**src/rtl/gf16_share_compress_reg_pkg.sv**
```systemverilog
// ----------------------------------------------------------------------------
// gf16_share_compress_reg_pkg
//   Shared constants and types for the 4->2 share-compressing register stage
//   that follows the 2->4 share-expanding GF(2^4) multiplier.
//   - SHARE_W   : width of one GF(2^4) element (a nibble)
//   - LANES_DEF : default number of nibble lanes per transfer
//   - share4_t  : the four expanded shares of one transfer
//   - share2_t  : the compressed share pair handed to the next S-box stage
//   - q_op_e    : queue operation of one cycle, encoded as {push, pop}
// ----------------------------------------------------------------------------
package gf16_share_compress_reg_pkg;

   localparam int SHARE_W   = 4;
   localparam int LANES_DEF = 1;

   typedef logic [SHARE_W*LANES_DEF-1:0] share_t;

   typedef struct packed {
      share_t q0;
      share_t q1;
      share_t q2;
      share_t q3;
   } share4_t;

   typedef struct packed {
      share_t s0;
      share_t s1;
   } share2_t;

   typedef enum logic [1:0] {
      OP_IDLE = 2'b00,
      OP_POP  = 2'b01,
      OP_PUSH = 2'b10,
      OP_BOTH = 2'b11
   } q_op_e;

endpackage

```
**src/rtl/gf16_share_pair_xor.sv**
```systemverilog
// ----------------------------------------------------------------------------
// gf16_share_pair_xor
//   Pure combinational XOR of two registered shares. Kept as its own module
//   so the share pairing chosen by the parent stays visible at the instance.
//   Ports:
//     q_a, q_b : registered shares to combine (W bits each)
//     q_x      : q_a ^ q_b
// ----------------------------------------------------------------------------
module gf16_share_pair_xor #(
   parameter int W = 4
) (
   input  logic [W-1:0] q_a,
   input  logic [W-1:0] q_b,
   output logic [W-1:0] q_x
);

   assign q_x = q_a ^ q_b;

endmodule

```
**src/rtl/gf16_share_compress_reg.sv**
```systemverilog
// ----------------------------------------------------------------------------
// gf16_share_compress_reg
//   Receive side of the 2->4 share-expanding GF(2^4) multiply stage. The four
//   expanded shares are registered (glitch barrier) into a 2-entry elastic
//   queue, and the head entry is compressed back to two shares:
//     out_s0 = q0 ^ q1,  out_s1 = q2 ^ q3
//   The fresh mask r0 cancels inside each pair; r1 survives in both outputs.
//   Ports:
//     clk, rst_n          : clock, asynchronous active-low reset
//     clear               : synchronous flush (queue emptied, storage zeroed)
//     in_valid/in_ready   : input handshake, in_ready = (count != 2)
//     in_q0..in_q3        : expanded shares, 4*LANES bits each
//     out_valid/out_ready : output handshake, out_valid = (count != 0)
//     out_s0, out_s1      : compressed pair of the head entry
//     count               : entries held (0..2)
// ----------------------------------------------------------------------------
module gf16_share_compress_reg
   import gf16_share_compress_reg_pkg::*;
#(
   parameter int LANES = LANES_DEF
) (
   input  logic                     clk,
   input  logic                     rst_n,
   input  logic                     clear,
   input  logic                     in_valid,
   output logic                     in_ready,
   input  logic [SHARE_W*LANES-1:0] in_q0,
   input  logic [SHARE_W*LANES-1:0] in_q1,
   input  logic [SHARE_W*LANES-1:0] in_q2,
   input  logic [SHARE_W*LANES-1:0] in_q3,
   output logic                     out_valid,
   input  logic                     out_ready,
   output logic [SHARE_W*LANES-1:0] out_s0,
   output logic [SHARE_W*LANES-1:0] out_s1,
   output logic [1:0]               count
);

   localparam int W = SHARE_W * LANES;

   // Two slots, each holding four uncompressed shares; index 0 is q0.
   logic [3:0][W-1:0] mem [2];
   logic              wr_ptr;
   logic              rd_ptr;
   logic              push;
   logic              pop;
   q_op_e             op;

   // Handshake flags come from the occupancy register only, so no
   // combinational path runs from in_* to out_* or from out_ready to in_ready.
   assign in_ready  = (count != 2'd2);
   assign out_valid = (count != 2'd0);
   assign push      = in_valid & in_ready;
   assign pop       = out_valid & out_ready;
   assign op        = q_op_e'({push, pop});

   // NOTE: the share storage is reset and cleared like any control flop; the
   // zero state is part of the masking story (no residue of old shares), so
   // it cannot be left to power-up contents.
   always_ff @(posedge clk or negedge rst_n) begin
      if (!rst_n) begin
         for (int i = 0; i < 2; i++) mem[i] <= '0;
         wr_ptr <= 1'b0;
         rd_ptr <= 1'b0;
         count  <= 2'd0;
      end else if (clear) begin
         for (int i = 0; i < 2; i++) mem[i] <= '0;
         wr_ptr <= 1'b0;
         rd_ptr <= 1'b0;
         count  <= 2'd0;
      end else begin
         // NOTE: non-blocking assignments let push and pop both see the
         // pre-edge pointers; with count==1 they always address different slots.
         if (push) begin
            mem[wr_ptr] <= {in_q3, in_q2, in_q1, in_q0};
            wr_ptr      <= ~wr_ptr;
         end
         if (pop) begin
            // Wipe the departing entry so an empty slot never holds old shares.
            mem[rd_ptr] <= '0;
            rd_ptr      <= ~rd_ptr;
         end
         case (op)
            OP_PUSH: count <= count + 2'd1;
            OP_POP:  count <= count - 2'd1;
            default: count <= count;
         endcase
      end
   end

   // Compression acts on register outputs only; the head slot of an empty
   // queue has been wiped, so the outputs read zero there.
   gf16_share_pair_xor #(.W(W)) u_pair_01 (
      .q_a (mem[rd_ptr][0]),
      .q_b (mem[rd_ptr][1]),
      .q_x (out_s0)
   );

   gf16_share_pair_xor #(.W(W)) u_pair_23 (
      .q_a (mem[rd_ptr][2]),
      .q_b (mem[rd_ptr][3]),
      .q_x (out_s1)
   );

endmodule
```
**config.mk**
```make
export PLATFORM = sky130hd
export DESIGN_NAME = gf16_share_compress_reg
export DESIGN_NICKNAME = d
export VERILOG_FILES = /design/src/rtl/gf16_share_compress_reg_pkg.sv /design/src/rtl/gf16_share_pair_xor.sv /design/src/rtl/gf16_share_compress_reg.sv
export SDC_FILE = /design/constraint.sdc
export NUM_CORES = 1
export LEC_CHECK = 0
export ABC_AREA = 1
export CORE_ASPECT_RATIO = 1.5
export CORE_MARGIN = 3
export CORE_UTILIZATION = 45
export CTS_CLUSTER_DIAMETER = 40
export CTS_CLUSTER_SIZE = 12
export DETAILED_ROUTE_END_ITERATION = 8
export PLACE_DENSITY = 0.69
export REMOVE_ABC_BUFFERS = 1
export SKIP_CTS_REPAIR_TIMING = 1
export SLEW_MARGIN = 10
export SYNTH_ARGS = -nofsm -noshare
export SYNTH_HDL_FRONTEND = slang
export SYNTH_HIERARCHICAL = 1
export SYNTH_SLANG_ARGS = --single-unit
```
**constraint.sdc**
```tcl
create_clock -name clk -period 1.5 [get_ports clk]
set_input_delay 0.3 -clock clk [delete_from_list [all_inputs] [get_ports clk]]
set_output_delay 0.3 -clock clk [all_outputs]
set_load 0.02 [all_outputs]
```
==> flow_metrics.py, run 1 <==
metrics = {
    "status": {
        "outcome": "complete, but fails checks",
        "violations": "setup timing",
    },
    "setup_path": {
        "worstSetupStartpoint": "rd_ptr",
        "worst_setup_path_end_kind": "output port",
        "required_ps": 1200,
        "reg2reg_to": "count[0]",
        "worstSetupEndpoint": "out_s0[0]",
        "start_kind": "flop",
        "cp_max_fo": 13,
        "rrSetupSlack_ps": 100,
        "crit_arrival_ps": 1390,
        "r2r_cells": 5,
        "critPathKind": "flop to output port",
        "r2r_start": "count[1]",
    },
    "clocking": {
        "worstSkewPairLatency_ps": 280,
        "cts_buffers": 5,
        "clock_sinks": 36,
        "clk_pin_slew_ps": 70,
        "root_buffer": "clkbuf_8",
        "max-clock-path-buffers": 2,
        "cts_tree": "yes",
        "htreeDepth": 2,
    },
    "layout": {
        "fin_util_pct": 64.56,
        "layout.nets": 381,
        "fin_cells": 407,
        "diodes": 0,
        "final_area_sq_um": 2788,
        "drive_gt1_share_pct": 18.56,
        "final_common_cell": "nand2_1",
        "syn_to_final_growth_pct": 36.19,
        "multi_input_area_sq_um": 957.2,
        "seq_area_sq_um": 904.6,
        "mostFrequentLayoutCells": "nand2_1 (104), nor2_1 (55), inv_1 (52)",
        "fillCellCount": 409,
    },
    "detailed_routing": {
        "drc": 0,
        "drtAntennaViolNets": 0,
        "via_per_inst": 4.671,
        "vias": 1901,
        "detail_route.wl_per_cell_um": 11.35,
        "drtIter0Drc": 61,
        "drt-total-wl_um": 4621,
        "drt_pass1_iterations": 5,
    },
    "floorplan": {
        "die_y_um": 88.60,
        "core_area_sq_um": 4318,
        "placement_rows": 29,
        "initial_core_util_pct": 47.41,
        "fp.dieW_um": 61.07,
        "die_area_sq_um": 5411,
        "pin_count": 33,
    },
    "synth": {
        "synth.top_cell.area_share_pct": 44.01,
        "synthCells": 305,
        "synth-seq-cells": 36,
        "synth_area_sq_um": 2047,
        "syn_avg_cell_area_sq_um": 6.711,
        "synth-seq-area-share_pct": 44.01,
        "yosysUniqueCellTypes": 20,
        "yosys.area.top_type": "dfrtp_1",
        "ys.warnings.count": 6,
        "synth.top_cells.by_area": "dfrtp_1 (44%), nand2_1 (19%), nor2_1 (10%)",
    },
    "grt": {
        "grt_pass1_vias": 1757,
        "grt_overflow": 0,
        "grt_pass1_wl_um": 7672,
        "grt_usage_pct": 18.76,
        "grt_max_degree": 37,
        "antenna_found_initial": 0,
    },
    "placed_design": {
        "dpl.hpwl_um": 3182,
        "globalplace.congestion": 0.7854,
        "place_area_sq_um": 2569,
        "port_buffers": 32,
        "post-place-cells": 398,
    },
    "timing": {
        "tns_ps": -1261,
        "finalHoldViolations": 0,
        "skew_ps": 6.293,
        "tightest_slew_ps": 407.7,
        "rsz0062_at_grt": "true",
        "fin_crit_ps": 1689,
        "fin_ws_ps": -189.4,
        "max_freq_mhz": 591.9,
        "finalSetupViolCount": 8,
        "whs_ps": 380.1,
        "period_share_pct": 112.6,
        "slew_headroom_pct": 72.76,
        "drv_slew": 0,
    },
    "run": {
        "drv_cap": 0,
    },
    "power": {
        "peakVddDrop_mv": 1.368,
        "power_density_nw_per_um2": 1429,
        "power.static_leakage_nw": 1.524,
    },
    "hold_path": {
        "hold_class": "input pin to async pin",
    },
}
==> layer usage <==
layer  track usage (%)  part of all wire (%)
met1             23.45                    42
met2             32.27                    54
met3             3.942                   2.9
met4             4.734                  0.78
met5                 0                     0
==> per-stage QoR <==
step / worst slack (ps) / power, mW
final: -189.4 / 3.985
after floorplan: -79.66 / 2.251
after CTS: -668.2 / 3.949
after global placement: -310.7 / 2.962
after global routing: -285.8 / 4.284
after detailed placement: -353.8 / 3.005
==> worst max-delay path: stages, from the launching register on <==
cell and delay [ps]:
dfrtp_2 450, inv_6 120, nand2_1 60, o21ai_1 110, inv_1 60, nand2_1 60, nand2_1 50, dlymetal6s2s_1 200
==> logic make-up (layout without fill, tap and decap cells) <==
kind of cell,after synthesis,after routing,synth area share [%]
compound gates,31,31,8.863
buf+inv,63,119,12.71
simple gates,175,175,34.41
flops,36,36,44.01
==> power by group <==
group	switching [mW]	internal (mW)	total (mW)
logic	1.04	0.741	1.78
registers	0.121	1.16	1.28
clock network	0.341	0.586	0.927
total	1.50	2.48	3.98
==> state kept, by name (all words and copies together), names as in the netlist <==
signal / count
count: 2
wr_ptr: 1
mem: 32
rd_ptr: 1
==> synthesized netlist by cell type <==
library cell and instances:
nor2_1 55, buf_4 2, nand3_1 2, dfrtp_1 36
nor2_2 4, buf_6 2, inv_2 3, inv_1 52
a21oi_1 1, nor2_4 1, o21ai_0 19, nand2_4 2
a21oi_4 2, nand2_1 106, clkbuf_1 3, buf_2 1
o21ai_1 8, nand4_1 2, a21oi_2 1, nand2_2 3
==> area by class of cell <==
type / instances / share of cell area, %
flip-flops and latches: 36 / 32.45
clock buffers: 7 / 3.456
clock inverters: 1 / 1.077
well taps: 46 / 2.065
multi-input cells: 206 / 34.34
inverters: 55 / 7.585
repair buffers: 56 / 19.03
==> worst min path at each step <==
stage                     to  slack (ps)  cells past startpoint
floorplan           count[0]           4                      0
global placement     mem[27]         500                      2
detailed placement   mem[20]         520                      2
CTS                  mem[21]         390                      2
global route         mem[25]         400                      2
finish               mem[21]         380                      2
(Power assumes the default switching activity.)
==> inputs of run 2 (changes only) <==
- MAX_ROUTING_LAYER: unset -> met4
==> flow_metrics.py, run 2 (same netlist as run 1, synthesis figures left out) <==
metrics = {
    "timing": {
        "drv_slew": 0,
        "fin_crit_ps": 1689,
        "finalSetupViolCount": 8,
        "rsz0062_at_grt": "true",
        "skew_ps": 6.383,
        "fin_ws_ps": -189.0,
        "period_share_pct": 112.6,
        "tightest_slew_ps": 407.9,
        "finalHoldViolations": 0,
        "max_freq_mhz": 592.1,
        "slew_headroom_pct": 72.75,
    },
    "layout": {
        "fillCellCount": 409,
        "largest-register": "mem",
        "largest_register_ffs": 32,
        "mostFrequentLayoutCells": "nand2_1 (104), nor2_1 (55), inv_1 (52)",
        "layout.nets": 381,
        "diodes": 0,
        "fin_util_pct": 64.56,
        "syn_to_final_growth_pct": 36.19,
        "final_common_cell": "nand2_1",
        "seq_area_sq_um": 904.6,
        "reg.largest.list": "mem x32, count x2",
        "drive_gt1_share_pct": 18.56,
        "multi_input_area_sq_um": 957.2,
    },
    "clocking": {
        "clk_pin_slew_ps": 70,
        "cts_tree": "yes",
        "clock_sinks": 36,
        "root_buffer": "clkbuf_8",
        "htreeDepth": 2,
        "max-clock-path-buffers": 2,
        "worstSkewPairLatency_ps": 280,
        "cts_buffers": 5,
    },
    "power": {
        "peakVddDrop_mv": 1.367,
        "power_density_nw_per_um2": 1429,
        "power.static_leakage_nw": 1.524,
        "fin_total_pwr_mw": 3.984,
    },
    "setup_path": {
        "critPathMaxStageDelay_ps": 450,
        "crit_top_cell": "nand2_1",
        "path_cells": "inv_6, nand2_1, o21ai_1, inv_1, nand2_1, nand2_1, dlymetal6s2s_1",
        "worst-path-buf-inv": 3,
        "cp_max_fo": 13,
        "slowest_stage": "dfrtp_2",
        "critPathTopFamily": "flip-flops",
        "critPathKind": "flop to output port",
        "required_ps": 1200,
        "crit_arrival_ps": 1390,
        "worst_setup_path_end_kind": "output port",
        "start_kind": "flop",
    },
    "run": {
        "drv_cap": 0,
    },
    "status": {
        "violations": "setup timing",
        "outcome": "complete, but fails checks",
    },
    "grt": {
        "grt_usage_pct": 19.31,
        "grt_pass1_vias": 1756,
        "grt_overflow": 0,
        "antenna_found_initial": 0,
        "grt_pass1_wl_um": 7679,
        "grt_max_degree": 37,
    },
    "floorplan": {
        "die_area_sq_um": 5411,
        "placement_rows": 29,
        "pin_count": 33,
        "die_y_um": 88.60,
        "core_area_sq_um": 4318,
        "fp.dieW_um": 61.07,
        "initial_core_util_pct": 47.41,
    },
    "placed_design": {
        "dpl.hpwl_um": 3182,
        "port_buffers": 32,
        "globalplace.congestion": 0.7964,
        "pre_cts_slack_ps": -353.8,
    },
    "detailed_routing": {
        "detail_route.wl_per_cell_um": 11.34,
        "drc": 0,
        "drtAntennaViolNets": 0,
        "vias": 1904,
        "drtIter0Drc": 61,
        "drt-total-wl_um": 4614,
        "drt_pass1_iterations": 5,
        "via_per_inst": 4.678,
    },
    "hold_path": {
        "hold_class": "input pin to async pin",
    },
}
-- run 2: cell counts in the layout (fill, tap and decap cells not counted) --
Identical to the previous run, type by type.
-- run 2: worst reg2reg max path, cell delays in order, from the launching register on --
cell and delay, ps:
dfrtp_2 440, buf_4 160, o21ai_0 320, nand2_1 190, nand4_1 120, nand2_1 70
-- run 2: cell type report --
class / instances / share of cell area (%)
clock buffers: 7 / 3.456
clock inverters: 1 / 1.077
inverters: 55 / 7.585
multi-input cells: 206 / 34.34
flip-flops and latches: 36 / 32.45
well taps: 46 / 2.065
repair buffers: 56 / 19.03
-- run 2: metal layers --
layer	up-vias	share of wire, %	track usage, %
met2	29	54	32.27
li1	1006	-	-
met1	867	42	23.45
met4	0	0.76	4.734
met3	2	2.9	3.942
met5	-	0	-
-- run 2: stage by stage --
| step | cell area, sq um | cells | setup TNS, ps | hold WS (ps) |
|---|---|---|---|---|
| floorplan | 1993 | 297 | -308.5 | 4.409 |
| global placement | 2569 | 398 | -5091 | 502.2 |
| detailed placement | 2569 | 398 | -5920 | 522.3 |
| CTS | 2695 | 406 | -6008 | 388.6 |
| global route | 2788 | 407 | -1965 | 395.5 |
| finish | 2788 | 407 | -1260 | 380.4 |
-- run 2: worst paths after layout --
path,from,endpoint,slack (ps),cells after the start
max,rd_ptr,out_s0[0],-190,7
min,rst_n,mem[21],380,2
max reg2reg,count[1],count[0],100,5
min reg2reg,mem[20],mem[20],530,2
max in group asynchronous,rst_n,count[0],910,2
min in group clk,mem[20],mem[20],530,2
-- run 2: power breakdown --
part	switching (mW)	leakage, nW	internal (mW)
clock	0.340	0.0645	0.586
sequential	0.121	0.480	1.16
combinational	1.04	0.979	0.741
total	1.50	1.52	2.48
==> inputs of run 3 (changes only) <==
- CORE_UTILIZATION: 45 -> 53
- PLACE_DENSITY: 0.69 -> 0.79
==> flow_metrics.py, run 3 (same netlist as run 1, synthesis figures left out) <==
metrics = {
    "floorplan": {
        "pin_count": 33,
        "initial_core_util_pct": 55.59,
        "placement_rows": 27,
        "fp.dieW_um": 56.74,
        "core_area_sq_um": 3682,
        "die_y_um": 82.12,
        "die_area_sq_um": 4659,
    },
    "setup_path": {
        "cp_max_fo": 13,
        "crit_arrival_ps": 1450,
        "critPathKind": "flop to output port",
        "start_kind": "flop",
        "r2r_start": "count[0]",
        "reg2reg_to": "mem[17]",
        "required_ps": 1200,
        "path_cells": "inv_4, nand2_1, o21ai_1, inv_1, nand2_1, nand2_1, dlymetal6s2s_1",
        "critPathMaxStageDelay_ps": 450,
        "crit_top_cell": "nand2_1",
        "rrSetupSlack_ps": -30,
        "r2r_cells": 9,
        "slowest_stage": "dfrtp_2",
        "worstSetupEndpoint": "out_s0[0]",
        "worstSetupStartpoint": "rd_ptr",
        "worst_setup_path_end_kind": "output port",
    },
    "grt": {
        "grt_pass1_vias": 2019,
        "grt_max_degree": 37,
        "antenna_found_initial": 0,
        "grt_pass1_wl_um": 7928,
        "grt_usage_pct": 22.03,
        "grt_overflow": 0,
    },
    "timing": {
        "fin_crit_ps": 1746,
        "finalSetupViolCount": 14,
        "finalHoldViolations": 0,
        "tns_ps": -1702,
        "max_freq_mhz": 572.7,
        "fin_ws_ps": -246.1,
        "period_share_pct": 116.4,
        "tightest_slew_ps": 639.5,
        "whs_ps": 374.0,
        "slew_headroom_pct": 57.36,
        "drv_slew": 0,
        "rsz0062_at_grt": "true",
        "skew_ps": 3.883,
    },
    "clocking": {
        "htreeDepth": 2,
        "clk_pin_slew_ps": 80,
        "root_buffer": "clkbuf_8",
        "cts_tree": "yes",
        "max-clock-path-buffers": 2,
        "worstSkewPairLatency_ps": 290,
        "cts_buffers": 5,
        "clock_sinks": 36,
    },
    "detailed_routing": {
        "vias": 2043,
        "drtAntennaViolNets": 0,
        "top_layer": "met4",
        "drt_pass1_iterations": 5,
        "wl_met2_um": 2797,
        "detail_route.wl_per_cell_um": 12.61,
        "drtIter0Drc": 68,
        "wl_met1_um": 2094,
        "routed-wl-met3_um": 195,
        "drc": 0,
        "drt-total-wl_um": 5209,
        "via_per_inst": 4.947,
    },
    "power": {
        "fin_total_pwr_mw": 4.031,
        "power.static_leakage_nw": 1.564,
        "peakVddDrop_mv": 1.058,
        "switching_share_pct": 41.24,
        "clkPwrFrac_pct": 18.1,
        "power_density_nw_per_um2": 1405,
        "intPower_mw": 2.369,
        "p_comb_share_pct": 50.0,
        "switching_power_mw": 1.662,
        "p_seq_share_pct": 31.8,
    },
    "layout": {
        "syn_to_final_growth_pct": 40.16,
        "largest-register": "mem",
        "diodes": 0,
        "final_area_sq_um": 2869,
        "drive_gt1_share_pct": 22.97,
        "largest_register_ffs": 32,
        "fin_util_pct": 77.91,
        "reg.largest.list": "mem x32, count x2",
        "final_common_cell": "nand2_1",
        "fillCellCount": 253,
        "fin_cells": 413,
        "mostFrequentLayoutCells": "nand2_1 (98), inv_1 (51), nor2_1 (50)",
        "layout.nets": 390,
    },
    "hold_path": {
        "hold_class": "input pin to async pin",
    },
    "run": {
        "drv_cap": 0,
    },
    "status": {
        "outcome": "complete, but fails checks",
        "violations": "setup timing",
    },
    "placed_design": {
        "pre_cts_slack_ps": -380.8,
        "port_buffers": 32,
        "post-place-cells": 399,
        "globalplace.congestion": 0.7826,
        "place_area_sq_um": 2608,
        "dpl.hpwl_um": 3252,
    },
}
-- run 3: worst max-delay path: cells and delay by family, from the launching register on --
family	cells	cell delay, ps
AOI/OAI and AO/OA	1	110
buffers and inverters	3	420
DFF	1	450
and+or+nand+nor	3	170
-- run 3: worst min path at each step --
stage	end	slack (ps)
after CTS	mem[11]	390
after floorplan	count[0]	4
after global routing	mem[11]	420
after global placement	mem[27]	500
final	mem[19]	370
after detailed placement	mem[20]	510
-- run 3: power groups by stage --
stage	registers (mW)	logic [mW]	clock network, mW
after global placement	1.28	1.73	0
after CTS	1.27	1.79	0.730
after global routing	1.31	2.23	0.766
final	1.28	2.02	0.731
after floorplan	1.31	0.939	0
after detailed placement	1.29	1.78	0
-- run 3: metal layers --
| layer | track usage (%) | vias up |
|---|---|---|
| li1 | - | 1031 |
| met3 | 3.266 | 14 |
| met4 | 9.281 | 0 |
| met1 | 23.11 | 950 |
| met2 | 41.09 | 48 |
| met5 | - | - |
-- run 3: final cells by class --
class / count / area [sq um] / area share (%)
multi-input combinational: 209 / 1012 / 35.28
tap: 43 / 53.80 / 1.875
inverter: 55 / 215.2 / 7.501
clock inverter: 2 / 10.01 / 0.3489
timing repair buffer: 62 / 591.8 / 20.63
clock buffer: 6 / 82.58 / 2.878
sequential: 36 / 903.4 / 31.49
==> edit, RTL diff (config.mk and constraints of run 2) <==
Make the reset (`rst_n`) synchronous in one clocked block. Comments in the files are not updated.
--- a/src/rtl/gf16_share_compress_reg.sv
+++ b/src/rtl/gf16_share_compress_reg.sv
@@ -57,5 +57,5 @@
    // zero state is part of the masking story (no residue of old shares), so
    // it cannot be left to power-up contents.
-   always_ff @(posedge clk or negedge rst_n) begin
+   always_ff @(posedge clk) begin
       if (!rst_n) begin
          for (int i = 0; i < 2; i++) mem[i] <= '0;
Function: differs if rst_n is asserted again (counterexample within 4 cycles, from zero or initial values and one cycle with rst_n low); with rst_n held inactive, the same outputs for 4 cycles.
==> edit against run 2 <==
  * Worst hold slack gained 0.099 ns
  * Setup slack got worse by 0.043 ns
  * First-iteration DRC count increased by 13%
  * Sequential cell count increased by 1
  * Critical path type unchanged
  * Wire length increased by 4.1%
  * Final area decreased by 3.1%
  * Via count fell by 6.9%
  * Critical endpoint is now out_s1[1]
  * Non-clock buffer count up 5
  * Synthesized area is 10% lower
  * The run still ends with negative setup slack left
Power is not compared: it rests on default switching activity, and its combinational part moved more than twofold at a synthesized area within 25%.
==> edit: results (changes against run 2) <==
[status]
status=finished with violations
violations=negative setup slack

[grt]
track_usage_pct=20.06  ; +0.75 points
use_met3_pct=3.846  ; -0.095 points
use_met2_pct=34.47  ; +2.2 points

[worst_setup_path]
worstPathArrival_ns=1.43  ; +0.04 ns
r2r-end=count[1]
r2r_slack_ns=0.03  ; -0.07 ns
reg2regPathDepth=10  ; +5
max_stage_delay_ns=0.38  ; -0.07 ns

[timing]
setup_ws_ns=-0.2317  ; -0.04266 ns
finalSetupViolCount=8  ; unchanged

[detailed_routing]
dr_wl_met2_mm=2.487  ; -0.64%
vias_per_cell=5.308  ; +13%
route.met3.wl_um=241  ; +80%
drtPass1Iterations=4  ; -1
met1_length_mm=2.007  ; +3.5%

[logic_synthesis]
synthMuxAreaShare_pct=9.823  ; +9.8 points
synth_compound_area_share_pct=11.94  ; +3.1 points
ys.flop_type=dfxtp_1
synthAdderAreaFrac_pct=0.6821  ; +0.68 points

[cells_and_area]
final_layout_size_suffix_gt1_share_pct=35.05  ; +16 points
nets=312  ; -18%
fillers=291  ; -29%

[placed_design]
dp_hpwl_mm=3.094  ; -2.8%
post-place-ws_ns=-0.4095  ; -0.05563 ns
gp_congestion=0.7983  ; +0.24%

==> edit: cell count changes after synthesis, moves of 8 or more <==
cell / delta
nand2_1: -62
nor2_1: -53
nand3_1: +46
dfxtp_1: +37
dfrtp_1: -36
a21oi_1: +33
inv_1: -31
o21ai_0: -17
mux2_2: +16
buf_2: +8
o21ai_1: -8
==> edit: layout make-up <==
cell class                 count  area, sq um  share of cell area [%]
clock inverter                 3        65.06                   2.409
tap                           43        53.80                   1.992
multi-input combinational    161         1028                   38.07
timing repair buffer          61        648.1                   23.99
sequential                    37        747.0                   27.65
clock buffer                   5        68.82                   2.547
inverter                      24        90.09                   3.335
==> edit: critical path: cells and delay by family (launching register included) <==
| family | cells | cell delay, ns |
|---|---|---|
| flops | 1 | 0.38 |
| buf+inv | 3 | 0.34 |
| mux | 1 | 0.31 |
| simple gates | 2 | 0.11 |
==> edit: cell families after synthesis <==
family,after synthesis
fa+ha+maj,1
compound gates,40
mux,16
flops,37
buf+inv,36
simple gates,104
==> edit: per-stage QoR <==
stage | instances | area, sq um | hold WS, ns | TNS [ns] | util (%)
final | 334 | 2701 | 0.4795 | -1.749 | 71.40
after global routing | 334 | 2701 | 0.4929 | -2.212 | 71.40
after CTS | 331 | 2525 | 0.4780 | -6.939 | 66.73
after detailed placement | 323 | 2391 | 0.4672 | -8.245 | 63.19
after global placement | 323 | 2391 | 0.4579 | -7.447 | 63.19
after floorplan | 222 | 1759 | 0.4440 | -0.9692 | -
==> edit: where the power goes <==
group | switching (mW) | total [mW] | internal [mW]
registers | 0.0145 | 1.02 | 1.01
clock network | 0.363 | 1.02 | 0.661
logic | 0.181 | 0.376 | 0.195
total | 0.559 | 2.42 | 1.86
